===== src/rtl/flags_pkg.sv =====
// ----------------------------------------------------------------------------
// flags_pkg
// Shared definitions for the NZCV flags block:
//   - bit positions of N, Z, C and V inside the 4-bit flags word
//   - ARM condition-field encodings COND_EQ .. COND_NV
//   - cond_eval(): evaluates an ARM condition field against a flags word
// ----------------------------------------------------------------------------
package flags_pkg;

   localparam int FLAG_N = 3;
   localparam int FLAG_Z = 2;
   localparam int FLAG_C = 1;
   localparam int FLAG_V = 0;

   localparam logic [3:0] COND_EQ = 4'b0000;
   localparam logic [3:0] COND_NE = 4'b0001;
   localparam logic [3:0] COND_CS = 4'b0010;
   localparam logic [3:0] COND_CC = 4'b0011;
   localparam logic [3:0] COND_MI = 4'b0100;
   localparam logic [3:0] COND_PL = 4'b0101;
   localparam logic [3:0] COND_VS = 4'b0110;
   localparam logic [3:0] COND_VC = 4'b0111;
   localparam logic [3:0] COND_HI = 4'b1000;
   localparam logic [3:0] COND_LS = 4'b1001;
   localparam logic [3:0] COND_GE = 4'b1010;
   localparam logic [3:0] COND_LT = 4'b1011;
   localparam logic [3:0] COND_GT = 4'b1100;
   localparam logic [3:0] COND_LE = 4'b1101;
   localparam logic [3:0] COND_AL = 4'b1110;
   localparam logic [3:0] COND_NV = 4'b1111;

   function automatic logic cond_eval(input logic [3:0] cond, input logic [3:0] flags);
      logic n, z, c, v;
      n = flags[FLAG_N];
      z = flags[FLAG_Z];
      c = flags[FLAG_C];
      v = flags[FLAG_V];
      case (cond)
         COND_EQ: cond_eval = z;
         COND_NE: cond_eval = !z;
         COND_CS: cond_eval = c;
         COND_CC: cond_eval = !c;
         COND_MI: cond_eval = n;
         COND_PL: cond_eval = !n;
         COND_VS: cond_eval = v;
         COND_VC: cond_eval = !v;
         COND_HI: cond_eval = c & !z;
         COND_LS: cond_eval = !c | z;
         COND_GE: cond_eval = (n == v);
         COND_LT: cond_eval = (n != v);
         COND_GT: cond_eval = !z & (n == v);
         COND_LE: cond_eval = z | (n != v);
         COND_AL: cond_eval = 1'b1;
         default: cond_eval = 1'b0;
      endcase
   endfunction

endpackage


===== src/rtl/flags_save_stack.sv =====
// ----------------------------------------------------------------------------
// flags_save_stack
// DEPTH-entry LIFO of 4-bit flag words.
//   clk, rst_n        : clock, asynchronous active-low reset (clears count only)
//   push, pop         : save din / discard top; both together with a non-empty
//                       stack swap din into the top slot
//   din               : word to save (the caller's current flags)
//   top               : current top entry (meaningless when empty)
//   depth_cnt         : number of entries held
//   full, empty       : decoded from the registered count
//   push_err, pop_err : single-cycle pulses for push-when-full / pop-when-empty
// ----------------------------------------------------------------------------
module flags_save_stack
   import flags_pkg::*;
#(
   parameter int DEPTH = 4
) (
   input  logic                         clk,
   input  logic                         rst_n,
   input  logic                         push,
   input  logic                         pop,
   input  logic [3:0]                   din,
   output logic [3:0]                   top,
   output logic [$clog2(DEPTH+1)-1:0]   depth_cnt,
   output logic                         full,
   output logic                         empty,
   output logic                         push_err,
   output logic                         pop_err
);

   localparam int CNT_W = $clog2(DEPTH+1);
   localparam int IDX_W = (DEPTH > 1) ? $clog2(DEPTH) : 1;

   logic [3:0]       mem_q [DEPTH];
   logic [CNT_W-1:0] cnt_q, cnt_d;
   logic [IDX_W-1:0] top_idx, wr_idx;
   logic             mem_we;

   assign full      = (cnt_q == CNT_W'(DEPTH));
   assign empty     = (cnt_q == '0);
   assign depth_cnt = cnt_q;
   assign top_idx   = IDX_W'(cnt_q - CNT_W'(1));
   assign top       = mem_q[top_idx];

   always_comb begin
      cnt_d    = cnt_q;
      mem_we   = 1'b0;
      wr_idx   = top_idx;
      push_err = 1'b0;
      pop_err  = pop && empty;
      if (push && pop && !empty) begin
         // Swap: overwrite the top in place, count unchanged.
         mem_we = 1'b1;
         wr_idx = top_idx;
      end else begin
         if (pop && !empty) begin
            cnt_d = cnt_q - CNT_W'(1);
         end
         // Reached only when no valid pop is happening, so a push on an empty
         // stack with a (failed) pop still stores its entry.
         if (push) begin
            if (full) begin
               push_err = 1'b1;
            end else begin
               mem_we = 1'b1;
               wr_idx = IDX_W'(cnt_q);
               cnt_d  = cnt_q + CNT_W'(1);
            end
         end
      end
   end

   always_ff @(posedge clk or negedge rst_n) begin
      if (!rst_n) begin
         cnt_q <= '0;
      end else begin
         cnt_q <= cnt_d;
      end
   end

   // Stack contents need no reset: entries are only read below depth_cnt.
   always_ff @(posedge clk) begin
      if (mem_we) begin
         mem_q[wr_idx] <= din;
      end
   end

endmodule


===== src/rtl/flags_stack_register.sv =====
// ----------------------------------------------------------------------------
// flags_stack_register
// NZCV status register with masked ALU update, direct write, a save/restore
// LIFO and ARM condition evaluation.
//   clk, rst_n            : clock, asynchronous active-low reset
//   upd_en, upd_mask      : load ALU-derived flags for bits set in upd_mask
//   alu_res, alu_c, alu_v : ALU result (gives N, Z), carry and overflow
//   wr_en, wr_data        : direct write of all four flags
//   push, pop             : save current flags / restore from stack top
//   err_clr               : clear the sticky err bit
//   cond                  : ARM condition field
//   flags                 : registered N,Z,C,V
//   cond_pass             : cond evaluated against registered flags (no bypass)
//   depth_cnt, full, empty: stack occupancy
//   err                   : sticky push-overflow / pop-underflow indicator
// ----------------------------------------------------------------------------
module flags_stack_register
   import flags_pkg::*;
#(
   parameter int DATA_W = 32,
   parameter int DEPTH  = 4
) (
   input  logic                         clk,
   input  logic                         rst_n,
   input  logic                         upd_en,
   input  logic [3:0]                   upd_mask,
   input  logic [DATA_W-1:0]            alu_res,
   input  logic                         alu_c,
   input  logic                         alu_v,
   input  logic                         wr_en,
   input  logic [3:0]                   wr_data,
   input  logic                         push,
   input  logic                         pop,
   input  logic                         err_clr,
   input  logic [3:0]                   cond,
   output logic [3:0]                   flags,
   output logic                         cond_pass,
   output logic [$clog2(DEPTH+1)-1:0]   depth_cnt,
   output logic                         full,
   output logic                         empty,
   output logic                         err
);

   logic [3:0] flags_q, flags_d;
   logic [3:0] derived;
   logic [3:0] stk_top;
   logic       err_q, err_d;
   logic       stk_empty;
   logic       push_err, pop_err;

   always_comb begin
      derived         = '0;
      derived[FLAG_N] = alu_res[DATA_W-1];
      derived[FLAG_Z] = (alu_res == '0);
      derived[FLAG_C] = alu_c;
      derived[FLAG_V] = alu_v;
   end

   // The stack always saves the pre-edge flags, so swap and push see old value.
   flags_save_stack #(
      .DEPTH (DEPTH)
   ) u_stack (
      .clk       (clk),
      .rst_n     (rst_n),
      .push      (push),
      .pop       (pop),
      .din       (flags_q),
      .top       (stk_top),
      .depth_cnt (depth_cnt),
      .full      (full),
      .empty     (stk_empty),
      .push_err  (push_err),
      .pop_err   (pop_err)
   );

   always_comb begin
      flags_d = flags_q;
      if (pop && !stk_empty) begin
         flags_d = stk_top;
      end else if (wr_en) begin
         flags_d = wr_data;
      end else if (upd_en) begin
         flags_d = (flags_q & ~upd_mask) | (derived & upd_mask);
      end
   end

   // A new error outranks a simultaneous clear.
   assign err_d = (err_q & ~err_clr) | push_err | pop_err;

   always_ff @(posedge clk or negedge rst_n) begin
      if (!rst_n) begin
         flags_q <= '0;
         err_q   <= 1'b0;
      end else begin
         flags_q <= flags_d;
         err_q   <= err_d;
      end
   end

   assign flags     = flags_q;
   assign err       = err_q;
   assign empty     = stk_empty;
   assign cond_pass = cond_eval(cond, flags_q);

endmodule


===== config.mk =====
export PLATFORM = sky130hd
export DESIGN_NAME = flags_stack_register
export DESIGN_NICKNAME = d
export VERILOG_FILES = /design/src/rtl/flags_pkg.sv /design/src/rtl/flags_save_stack.sv /design/src/rtl/flags_stack_register.sv
export SDC_FILE = /design/constraint.sdc
export NUM_CORES = 1
export LEC_CHECK = 0
export BUFFER_PORTS_ARGS = -buffer_cell sky130_fd_sc_hd__buf_4
export CAP_MARGIN = 15
export CORE_MARGIN = 1
export CORE_UTILIZATION = 47
export DETAILED_ROUTE_END_ITERATION = 10
export PLACE_DENSITY = 0.8
export SYNTH_ARGS = -nofsm -noshare
export SYNTH_HDL_FRONTEND = slang
export SYNTH_SLANG_ARGS = --single-unit
export TNS_END_PERCENT = 100

===== constraint.sdc =====
create_clock -name clk -period 3 [get_ports clk]
set_input_delay 0.3 -clock clk [delete_from_list [all_inputs] [get_ports clk]]
set_output_delay 0.3 -clock clk [all_outputs]
set_load 0.05 [all_outputs]

==> results of run 1 <==
## stage by stage
stage	total power [mW]	setup slack, ns	util	cells
CTS	1.87	0.447	0.697	220
global placement	1.60	0.631	0.675	215
floorplan	1.33	0.442	-	127
global route	1.97	0.179	0.697	220
finish	1.86	0.444	0.697	220
detailed placement	1.63	0.457	0.675	215
## worst register-to-register path: cells and delay by family (launching register included)
| kind | cells | cell delay, ns |
|---|---|---|
| AO/OA/AOI/OAI | 1 | 0.39 |
| AND/OR/NAND/NOR | 3 | 0.62 |
| flip-flops | 1 | 0.66 |
| adder cells (fa/ha/maj) | 1 | 0.33 |
| buffers and inverters | 1 | 0.23 |
## power by group
group	switching [mW]	internal (mW)	total, mW	leakage (nW)
clock network	0.0939	0.135	0.229	0.0279
logic	0.563	0.395	0.959	0.571
registers	0.164	0.510	0.674	0.245
total	0.821	1.04	1.86	0.844
## cells in the final DEF (no fill, tap or decap), types with 4 or more instances in the layout
cell,Yosys,routed
o21ai_0,5,5
nor4_1,7,7
buf_4,0,63
inv_1,8,8
mux4_2,4,4
a21oi_1,10,10
edfxtp_1,16,16
nand2_1,13,13
dfrtp_1,8,8
mux2i_1,5,5
nand3_1,8,8
## kinds of logic (layout without fill, tap and decap cells)
group                      Yosys count  after routing  share of synthesized area
xor gates and xnor gates             3              3                     0.0236
AOI/OAI and AO/OA                   28             28                      0.137
buffers and inverters               14             76                     0.0437
adders and majority gates            3              3                     0.0262
and+or+nand+nor                     42             42                      0.161
muxes                               13             13                      0.132
DFF                                 24             24                      0.476
## final timing paths
check	from	to	slack [ns]	cells past startpoint
max in group asynchronous	rst_n	asynchronous set/reset pin	2.56	2
hold / removal	err_clr	err	0.16	2
min in group asynchronous	rst_n	u_stack.depth_cnt[0]	0.32	2
setup reg to reg	u_stack.depth_cnt[0]	u_stack.mem_q[0][1]	0.44	6
hold reg to reg	err	err	0.56	2
setup / recovery	u_stack.depth_cnt[0]	u_stack.mem_q[0][1]	0.44	6
## repair_timing
item                      CTS  global route
hold buffers                1             0
resized for setup           0             0
hold endpoints to repair    8             0
## routing by layer
| metal | vias up | GRT usage | wire (um) |
|---|---|---|---|
| li1 | 619 | - | - |
| met1 | 598 | 0.287 | 1510 |
| met2 | 34 | 0.412 | 1840 |
| met3 | 4 | 0.0431 | 140 |
| met4 | 0 | 0.0453 | 29 |
| met5 | - | 0 | 0 |
## cell type report
class	instances	area, um^2
clock inverter	1	30.0
timing repair buffer	64	483
sequential	24	681
inverter	8	30.0
fill	210	857
multi-input combinational	89	687
tap	31	38.8
clock buffer	3	22.5
==> impl_metrics.toml, run 1 <==
[outcome]
status = "complete, but fails checks"
violations = "design-rule violations"

[cts]
cts_setup_buffers = 0
cts_root_buf = "clkbuf_4"
cts_max_level = 1
cts_buffers = 3
cts_sinks = 24
path_clk_slew_ns = 0.13
cts_buffer_depth = 2
insertion_delay_ns = 0.32
cts_tree = "built"

[grt]
overflow = 0
grt_max_degree = 15
antenna_found_initial = 0
grt_first_pass_wirelength_mm = 5.66
grt_pass1_vias = 1276
track_usage = 0.228

[timing]
hold_viol = 0
period_share = 0.852
tightest_slew_ns = 0.469
max_slew_margin = 0.688
timing.final.max_slew_violations = 0
fmax_ghz = 0.391
setup_viol = 0
fin_crit_ns = 2.56
fin_skew_ns = 0.00470
fin_tns_setup_ns = 0
rsz0062_at_grt = "false"
whs_ns = 0.164

[worst_setup_path]
slowest_delay_ns = 0.66
cp.required_ns = 2.98
worstPathMaxFanout = 12
cp_cell_sequence = "inv_1, ha_1, nand2b_1, and2_1, nand3_1, a21oi_1"
cp-end-kind = "flip-flop"
crit_family = "flip-flops"
crit_arrival_ns = 2.54
cpMaxStageDelayCell = "dfrtp_1"
cp_num_buf_inv = 1
crit_type = "flip-flop to flip-flop"
start_kind = "flip-flop"

[synthesis]
syn-num-nets = 183
synth_top_area_cell = "edfxtp_1"
ys_dominant_reg_cell = "edfxtp_1"
synthesis.area_um2 = 1430
async_reset_ff_frac = 0.333
postSynthCellCount = 127
yosys.cell_types.count = 40
synthTopCellsByCount = "edfxtp_1, nand2_1, a21oi_1"
synth_area_leaders = "edfxtp_1, dfrtp_1, mux4_2"
yosysMostFrequentCell = "edfxtp_1"
seq_area_frac_synth = 0.476
synth_warnings = 0
synth-edff-count = 16
ys_ff_latch = 24
syn_area_per_cell_um2 = 11.3
synth_top_cell_area_share = 0.336

[route]
drt_wl_total_mm = 3.51
via_per_inst = 5.70
detail_route.iter0.violations = 38
firstDrtPassIters = 7
wire_per_inst_um = 16.0
vias = 1255
drc = 3
detail-route-antenna-nets = 0

[placement]
place.gp.congestion = 0.853
dp_hpwl_mm = 2.77
placed_area_um2 = 1910
io_buffers = 63

[finish]
fin_nets = 246
antenna_cells = 0
fin_area_um2 = 1970
area_growth_pct = 37.9
drive_gt1_frac = 0.413

[floorplanning]
die_w_um = 57.2
fp.coreArea_um2 = 2830
initial_utilization = 0.506
die_h_um = 57.2
fp-row-count = 19
dieArea_um2 = 3270
io_pins = 64

[run]
drv_cap = 0

[power_and_ir_drop]
ir_drop_mv = 0.464
power_density_nw_per_um2 = 944
total_leakage_power_nw = 0.844

[min_path]
hp-class = "input pin to flip-flop"
(Power assumes the default switching activity.)
==> run 2: changes to the inputs <==
--- a/config.mk
+++ b/config.mk
@@ -8,9 +8,9 @@
 export BUFFER_PORTS_ARGS = -buffer_cell sky130_fd_sc_hd__buf_4
 export CAP_MARGIN = 15
 export CORE_MARGIN = 1
-export CORE_UTILIZATION = 47
+export CORE_UTILIZATION = 39
 export DETAILED_ROUTE_END_ITERATION = 10
-export PLACE_DENSITY = 0.8
+export PLACE_DENSITY = 0.68
 export SYNTH_ARGS = -nofsm -noshare
 export SYNTH_HDL_FRONTEND = slang
 export SYNTH_SLANG_ARGS = --single-unit
==> run 2 against run 1 <==
  * The flow now finishes without violations
  * Register-to-register slack better by 0.35 ns
  * Maximum frequency grew 11%
  * Clock skew decreased by 0.0036 ns
  * Critical endpoint is now cond_pass
  * Largest cell class unchanged
  * Die area is 20% higher
  * Critical path type is now flip-flop to output port
  * First-iteration DRC count rose by 42%
  * Clock power down 40%
  * Combinational power grew 2.5%
  * Utilization is 12 points lower
  * Global-route usage is 4.1 points lower
  * Critical path depth down 1
  * Design area stayed put
==> impl_metrics.toml, run 2 (same netlist as run 1, synthesis figures left out) <==
[outcome]
status = "finished clean"

[finish]
area_growth_pct = 37.9
drive_gt1_frac = 0.411
final_cell_mix = "buf_4, edfxtp_1, nand2_1"
multiInputGateArea_um2 = 687
antenna_cells = 0
utilization = 0.577
num-fill-cells = 298
layout.cells.most_common = "buf_4"
register_area_um2 = 681
fin_nets = 247

[route]
vias = 1282
via_per_inst = 5.43
drt_wl_total_mm = 3.54
drc = 0
wire_per_inst_um = 15.0
detail_route.iter0.violations = 54
firstDrtPassIters = 4
detail-route-antenna-nets = 0

[timing]
timing.final.max_slew_violations = 0
tightest_slew_ns = 0.355
whs_ns = 0.161
fin_tns_setup_ns = 0
max_slew_margin = 0.756
period_share = 0.771
setup_viol = 0
fmax_ghz = 0.432
hold_viol = 0
fin_skew_ns = 0.00106
rsz0062_at_grt = "false"
fin_ws_ns = 0.687
fin_crit_ns = 2.31

[min_path]
hp-class = "input pin to flip-flop"
holdPathStages = 2

[cts]
cts_hold_buf = 1
path_clk_slew_ns = 0.12
insertion_delay_ns = 0.31
cts_sinks = 24
cts_root_buf = "clkbuf_4"
cts_buffer_depth = 2
cts_max_level = 1
cts_buffers = 3
cts_setup_buffers = 0
cts_tree = "built"
cts_resized = 0

[placement]
dp_hpwl_mm = 2.83
place.gp.congestion = 0.885
io_buffers = 63
dp_slack_ns = 0.812

[floorplanning]
die_w_um = 62.6
io_pins = 64
die_h_um = 62.6
dieArea_um2 = 3910
fp.coreArea_um2 = 3420
fp-row-count = 21
initial_utilization = 0.419

[worst_setup_path]
worstPathMaxFanout = 9
crit_type = "flip-flop to output port"
cp.required_ns = 2.70
cp-end-kind = "output port"
start_kind = "flip-flop"
worstRegToRegCells = 6
crit_arrival_ns = 2.01

[grt]
overflow = 0
grt_first_pass_wirelength_mm = 5.73
track_usage = 0.187
grt_pass1_vias = 1277
grt_max_degree = 14
antenna_found_initial = 0

[run]
drv_cap = 0

[power_and_ir_drop]
ir_drop_mv = 0.538
power_density_nw_per_um2 = 897
total_leakage_power_nw = 0.836
==> run 2: cell types whose count changed in the layout (fill, tap and decap cells not counted), sizes merged <==
cell / change
buf: +1
bufinv: -1
clkinv: +1
==> run 2: final cells by class <==
cell class	instances	share of cell area
flip-flops and latches	24	0.345
inverters	8	0.0152
multi-input cells	89	0.348
repair buffers	65	0.249
clock buffers	3	0.0114
well taps	46	0.0292
clock inverters	1	0.00190
==> run 2: final timing paths <==
check / slack, ns / endpoint / startpoint
worst min register to register: 0.56 / err / err
worst max-delay path: 0.69 / cond_pass / flip-flop
min in group asynchronous: 0.33 / u_stack.depth_cnt[2] / rst_n
max in group asynchronous: 2.54 / asynchronous set/reset pin / rst_n
worst min-delay path: 0.16 / err / err_clr
worst max register to register: 0.79 / u_stack.mem_q[1][3] / u_stack.depth_cnt[1]
==> run 2: power breakdown <==
part	switching (mW)	total [mW]	internal, mW	leakage (nW)
Clock	0.0891	0.138	0.0487	0.0154
Sequential	0.137	0.648	0.511	0.245
Combinational	0.579	0.983	0.404	0.576
==> run 2: stage by stage <==
stage               power (mW)  cell area (um^2)  instances
global placement          1.62              1940        231
CTS                       1.78              1970        236
finish                    1.77              1970        236
floorplan                 1.33              1430        127
detailed placement        1.64              1940        231
global route              1.88              1970        236
==> run 2: per-layer routing <==
metal	GRT usage	vias to the layer above	part of all wire
met5	0	-	0
met1	0.219	616	0.41
met2	0.338	40	0.52
li1	-	619	-
met3	0.0456	7	0.058
met4	0.0465	0	0.010
==> run 2: worst max-delay path, cell delays in order, from the launching register on <==
cell and delay, ns:
dfrtp_1 0.54, xnor2_2 0.27, a311oi_1 0.12, o311a_1 0.30
a2111o_1 0.28, buf_4 0.19
